`src/rtl/dct_transpose_seq.sv`:
```
// 8x8 transpose buffer between the row and column DCT passes: fills 64 samples
// row-major, then drains column-major (or JPEG zigzag when ZIGZAG_OUT_EN is defined).
//
// state   | meaning
// --------+---------------------------------------------------------------
// S_FILL  | accepting row-major samples into mem[wr_cnt], in_ready=1
// S_DRAIN | presenting mem[rd_addr] downstream, out_valid=1
module dct_transpose_seq #(
    parameter int DATA_W = 12
) (
    input  logic              clk,
    input  logic              rst_n,
    input  logic              flush,
    input  logic              in_valid,
    output logic              in_ready,
    input  logic [DATA_W-1:0] in_data,
    output logic              out_valid,
    input  logic              out_ready,
    output logic [DATA_W-1:0] out_data,
    output logic              out_last,
    output logic [5:0]        wr_addr,
    output logic              busy
);

    localparam logic [0:0] S_FILL  = 1'b0;
    localparam logic [0:0] S_DRAIN = 1'b1;

    logic [0:0]        state;
    logic [0:0]        state_nxt;
    logic [5:0]        wr_cnt;
    logic [5:0]        wr_cnt_nxt;
    logic [5:0]        rd_cnt;
    logic [5:0]        rd_cnt_nxt;
    logic [5:0]        rd_addr;
    logic              wr_fire;
    logic              rd_fire;
    logic [63:0]       wr_onehot;
    logic [63:0]       wr_en;
    logic [DATA_W-1:0] mem [64];

    assign in_ready  = (state == S_FILL);
    assign out_valid = (state == S_DRAIN);
    assign wr_addr   = wr_cnt;
    assign busy      = out_valid | (wr_cnt != 6'd0);
    assign out_last  = out_valid & (rd_cnt == 6'd63);

    // flush wins over a same-cycle handshake, so neither side may count it
    assign wr_fire = in_valid & in_ready & ~flush;
    assign rd_fire = out_valid & out_ready & ~flush;

    assign wr_onehot = 64'd1 << wr_cnt;
    assign wr_en     = wr_onehot & {64{wr_fire}};

    always_comb begin
        state_nxt  = state;
        wr_cnt_nxt = wr_cnt;
        rd_cnt_nxt = rd_cnt;
        if (flush) begin
            state_nxt  = S_FILL;
            wr_cnt_nxt = 6'd0;
            rd_cnt_nxt = 6'd0;
        end else begin
            case (state)
                S_FILL: begin
                    if (wr_fire) begin
                        wr_cnt_nxt = wr_cnt + 6'd1;
                        if (wr_cnt == 6'd63) begin
                            rd_cnt_nxt = 6'd0;
                            state_nxt  = S_DRAIN;
                        end
                    end
                end
                S_DRAIN: begin
                    if (rd_fire) begin
                        rd_cnt_nxt = rd_cnt + 6'd1;
                        if (rd_cnt == 6'd63) begin
                            state_nxt = S_FILL;
                        end
                    end
                end
                default: state_nxt = S_FILL;
            endcase
        end
    end

    always_ff @(posedge clk or negedge rst_n) begin
        if (!rst_n) begin
            state  <= S_FILL;
            wr_cnt <= 6'd0;
            rd_cnt <= 6'd0;
        end else begin
            state  <= state_nxt;
            wr_cnt <= wr_cnt_nxt;
            rd_cnt <= rd_cnt_nxt;
        end
    end

    always_ff @(posedge clk or negedge rst_n) begin
        if (!rst_n) begin
            for (int i = 0; i < 64; i++) begin
                mem[i] <= '0;
            end
        end else begin
            for (int i = 0; i < 64; i++) begin
                if (wr_en[i]) begin
                    mem[i] <= in_data;
                end
            end
        end
    end

`ifdef ZIGZAG_OUT_EN
    // Standard JPEG zigzag scan: scan index -> row-major position
    always_comb begin
        rd_addr = 6'd0;
        case (rd_cnt)
            6'd0:  rd_addr = 6'd0;   6'd1:  rd_addr = 6'd1;   6'd2:  rd_addr = 6'd8;   6'd3:  rd_addr = 6'd16;
            6'd4:  rd_addr = 6'd9;   6'd5:  rd_addr = 6'd2;   6'd6:  rd_addr = 6'd3;   6'd7:  rd_addr = 6'd10;
            6'd8:  rd_addr = 6'd17;  6'd9:  rd_addr = 6'd24;  6'd10: rd_addr = 6'd32;  6'd11: rd_addr = 6'd25;
            6'd12: rd_addr = 6'd18;  6'd13: rd_addr = 6'd11;  6'd14: rd_addr = 6'd4;   6'd15: rd_addr = 6'd5;
            6'd16: rd_addr = 6'd12;  6'd17: rd_addr = 6'd19;  6'd18: rd_addr = 6'd26;  6'd19: rd_addr = 6'd33;
            6'd20: rd_addr = 6'd40;  6'd21: rd_addr = 6'd48;  6'd22: rd_addr = 6'd41;  6'd23: rd_addr = 6'd34;
            6'd24: rd_addr = 6'd27;  6'd25: rd_addr = 6'd20;  6'd26: rd_addr = 6'd13;  6'd27: rd_addr = 6'd6;
            6'd28: rd_addr = 6'd7;   6'd29: rd_addr = 6'd14;  6'd30: rd_addr = 6'd21;  6'd31: rd_addr = 6'd28;
            6'd32: rd_addr = 6'd35;  6'd33: rd_addr = 6'd42;  6'd34: rd_addr = 6'd49;  6'd35: rd_addr = 6'd56;
            6'd36: rd_addr = 6'd57;  6'd37: rd_addr = 6'd50;  6'd38: rd_addr = 6'd43;  6'd39: rd_addr = 6'd36;
            6'd40: rd_addr = 6'd29;  6'd41: rd_addr = 6'd22;  6'd42: rd_addr = 6'd15;  6'd43: rd_addr = 6'd23;
            6'd44: rd_addr = 6'd30;  6'd45: rd_addr = 6'd37;  6'd46: rd_addr = 6'd44;  6'd47: rd_addr = 6'd51;
            6'd48: rd_addr = 6'd58;  6'd49: rd_addr = 6'd59;  6'd50: rd_addr = 6'd52;  6'd51: rd_addr = 6'd45;
            6'd52: rd_addr = 6'd38;  6'd53: rd_addr = 6'd31;  6'd54: rd_addr = 6'd39;  6'd55: rd_addr = 6'd46;
            6'd56: rd_addr = 6'd53;  6'd57: rd_addr = 6'd60;  6'd58: rd_addr = 6'd61;  6'd59: rd_addr = 6'd54;
            6'd60: rd_addr = 6'd47;  6'd61: rd_addr = 6'd55;  6'd62: rd_addr = 6'd62;  6'd63: rd_addr = 6'd63;
            default: rd_addr = 6'd0;
        endcase
    end
`else
    // Swapping the row/column fields of the scan index gives the transpose
    assign rd_addr = {rd_cnt[2:0], rd_cnt[5:3]};
`endif

    assign out_data = mem[rd_addr];

endmodule

```
`config.mk`:
```
export PLATFORM = sky130hd
export DESIGN_NAME = dct_transpose_seq
export DESIGN_NICKNAME = d
export VERILOG_FILES = /design/src/rtl/dct_transpose_seq.sv
export SDC_FILE = /design/constraint.sdc
export NUM_CORES = 1
export LEC_CHECK = 0
export BUFFER_PORTS_ARGS = -buffer_cell sky130_fd_sc_hd__buf_2
export CAP_MARGIN = 20
export CORE_MARGIN = 5
export CORE_UTILIZATION = 50
export DETAILED_ROUTE_END_ITERATION = 8
export PLACE_DENSITY_LB_ADDON = 0.25
export SLEW_MARGIN = 20
export SYNTH_ARGS = -nofsm -noshare
export SYNTH_HDL_FRONTEND = slang
export SYNTH_SLANG_ARGS = --single-unit
```
`constraint.sdc`:
```
create_clock -name clk -period 2.25 [get_ports clk]
set_input_delay 0.3375 -clock clk [delete_from_list [all_inputs] [get_ports clk]]
set_output_delay 0.3375 -clock clk [all_outputs]
set_load 0.05 [all_outputs]
```
==> flow_metrics.env <==
export IMPL_critPathCaptureType="output port"
export IMPL_worst_path_max_delay_cell="mux4_2"
export IMPL_synth_most_common_cell="mux2_2"
export IMPL_synth_seq_cells=781
export IMPL_numCtsBuffers=83
export IMPL_reg2reg_from="wr_addr[0]"
export IMPL_setup_viol=13
export IMPL_finalHoldViolations=0
export IMPL_num_nets_final=2550
export IMPL_synth_top_area_share_pct=54.5
export IMPL_grt_pass1_vias=23400
export IMPL_netlist_area_um2=35800
export IMPL_fin_ws_ps=-1190
export IMPL_fp_row_count=98
export IMPL_port_buffers=38
export IMPL_synth_edff_count=0
export IMPL_antenna_found_initial=0
export IMPL_whs_path_depth=2
export IMPL_htreeDepth=3
export IMPL_ys_seq_area_share_pct=54.5
export IMPL_io_pins=39
export IMPL_clk_latency_ps=630
export IMPL_fin_util_pct=60.9
export IMPL_crit_fanout=8
export IMPL_crit_start="rd_cnt[3]"
export IMPL_worstPathCellList="buf_12 -> buf_8 -> mux4_2 -> mux2i_2 -> a21oi_2 -> nor4_4 -> nor3_4 -> buf_6"
export IMPL_vias=21600
export IMPL_grt_usage_pct=24.7
export IMPL_yosysUniqueCellTypes=43
export IMPL_critPathLaunchType="flip-flop"
export IMPL_ff2ff_path_depth=8
export IMPL_gp_congestion=0.910
export IMPL_totalWireLength_um=95400
export IMPL_path_depth=8
export IMPL_drc_errors=0
export IMPL_avgSynthCellArea_um2=15.1
export IMPL_tightest_slew_ps=1040
export IMPL_wire_per_inst_um=26.9
export IMPL_fmax_mhz=290
export IMPL_synthesis_nets=2399
export IMPL_critPathBufInv=3
export IMPL_critPathKind="reg -> out"
export IMPL_required_ps=1910
export IMPL_synth_async_reset_ratio_pct=100
export IMPL_ant_nets=0
export IMPL_grt_max_degree=97
export IMPL_cts_root_buf="clkbuf_16"
export IMPL_status="complete, but fails checks"
export IMPL_cts_tree="done"
export IMPL_synth_area_leader_cell="dfrtp_1"
export IMPL_die_area_um2=77100
export IMPL_die_y_um=278
export IMPL_ys_warn_count=0
export IMPL_p_per_area_nw_per_um2=712
export IMPL_total_leakage_power_nw=20.4
export IMPL_core_um2=71200
export IMPL_grt_first_pass_wirelength_um=148000
export IMPL_cp_top_family="multiplexers"
export IMPL_drive_gt1_share_pct=59.6
export IMPL_clkSinkCount=781
export IMPL_maxCapViolCount=0
export IMPL_dp_slack_ps=-986
export IMPL_globalRouteOverflowTotal=0
export IMPL_violations="setup timing"
export IMPL_dr_pass1_iters=7
export IMPL_post_dp_hpwl_um=61000
export IMPL_cp_slowest_stage_delay_ps=570
export IMPL_rsz0062_at_grt="true"
export IMPL_cts_buffer_depth=3
export IMPL_synth_cells=2375
export IMPL_r2r_end="mem[280]"
export IMPL_drtIter0Drc=1606
export IMPL_slew_viol_final=0
export IMPL_viasPerCell=6.08
export IMPL_synth_main_ff_cell="dfrtp_1"
export IMPL_critical_path_arrival_ps=3110
export IMPL_ys_top_cells_by_count="mux2_2 (807), dfrtp_1 (781), mux4_2 (168)"
export IMPL_areaGrowthSynthToFinish_pct=21.0
export IMPL_ir_drop_v=0.000506
export IMPL_min_period_over_period_pct=153
export IMPL_r2r_slack_ps=40
export IMPL_critPathCapture="out_data[6]"
export IMPL_die_width_um=278
export IMPL_clkSlewWorstSetupHoldPaths_ps=60
export IMPL_hold_path_class="in -> reg"
export IMPL_fin_crit_ps=3440
export IMPL_start_util_pct=50.3
export IMPL_max_slew_margin_pct=30.8
export IMPL_yosys_top_cells_area="dfrtp_1 (55%), mux2_2 (25%), mux4_2 (11%)"
export IMPL_clock_skew_ps=32.5
export IMPL_diodes=0
==> kinds of logic (layout without fill, tap and decap cells) <==
family	after synthesis	in the layout	synth area share, %
and+or+nand+nor	210	210	2.74
buffers and inverters	234	455	2.89
AOI/OAI and AO/OA	109	109	2.04
DFF	781	781	54.5
xor gates and xnor gates	3	3	0.0733
adders and majority gates	7	7	0.244
muxes	1031	1031	37.5
==> metrics by stage <==
step	hold WS [ps]	cell area (um^2)	power (W)	setup TNS, ps	instances
final	64.7	43400	0.0309	-13840	3546
after floorplan	41.9	36100	0.0158	-480	2375
after global routing	56.0	43400	0.0319	-14470	3546
after CTS	16.7	42900	0.0311	-14370	3537
after detailed placement	279	38700	0.0168	-12420	3355
after global placement	280	38700	0.0167	-11330	3355
==> routing by layer <==
layer  track usage (%)  vias to the layer above  part of all wire, %
met5                 0                        -                    0
met4              6.83                        0                  2.3
met3              4.48                      131                  5.7
met2              39.8                      616                   49
met1              35.1                    11700                   43
li1                  -                     9108                    -
==> power by group <==
| group | leakage, nW | internal [W] | switching (W) |
|---|---|---|---|
| Combinational | 8.13 | 0.000833 | 0.00131 |
| Sequential | 10.8 | 0.0144 | 0.000172 |
| Clock | 1.42 | 0.00847 | 0.00568 |
| Total | 20.4 | 0.0237 | 0.00716 |
==> how the worst min path moves through the flow <==
| stage | start | end | slack, ps |
|---|---|---|---|
| 6_report | flush | wr_addr[3] | 60 |
| 5_1_grt | flush | wr_addr[4] | 60 |
| 4_1_cts | flush | wr_addr[1] | 20 |
| 3_5_place_dp | rst_n | mem[531] | 280 |
| 3_3_place_gp | rst_n | mem[531] | 280 |
| 2_1_floorplan | rst_n | mem[0] | 40 |
==> layout by cell type (no fill, tap or decap), types with 7 or more instances in the layout <==
cell type  netlist  final
buf_8            0     15
mux2i_4          0     14
o22ai_4          0     10
buf_4           19    156
o22ai_2          0     13
a22oi_2          0      7
clkinv_2         0     10
buf_6            0     16
buf_12           0     69
o22ai_1         47     24
mux2i_1         55     31
nor4_4           0      7
clkbuf_1       127     16
buf_2           66     23
clkbuf_16        0     88
clkbuf_8         0     32
nand3_2          0      9
a21oi_2          0      7
mux4_2         168    168
nand3_1         36     26
mux2i_2          0     10
dfrtp_1        781    777
a21oi_1         22     15
nand2_1         60     56
nor2_2           0      9
mux2_2         807    806
nor2_1          57     41
nor2_4           0      7
==> sequential cells by signal (all words and copies together) (netlist names) <==
| signal | count |
|---|---|
| mem | 768 |
| wr_addr | 6 |
| rd_cnt | 6 |
| out_valid | 1 |
==> repair_timing <==
action	CTS	global route
pin swaps	31	25
endpoints found under the setup margin	90	264
hold buffers	2	0
hold endpoints to repair	67	0
setup buffers	22	8
resized for setup	177	73
cloned	6	3
==> final cells by class <==
cell class / count / area (um^2)
Fill cell: 5176 / 27900
Sequential cell: 781 / 19600
Multi-Input combinational cell: 1360 / 16300
Timing Repair Buffer: 294 / 3450
Clock buffer: 133 / 2630
Tap cell: 950 / 1190
Clock inverter: 22 / 253
Inverter: 6 / 22.5
No activity file was read; power rests on OpenSTA's default activity.
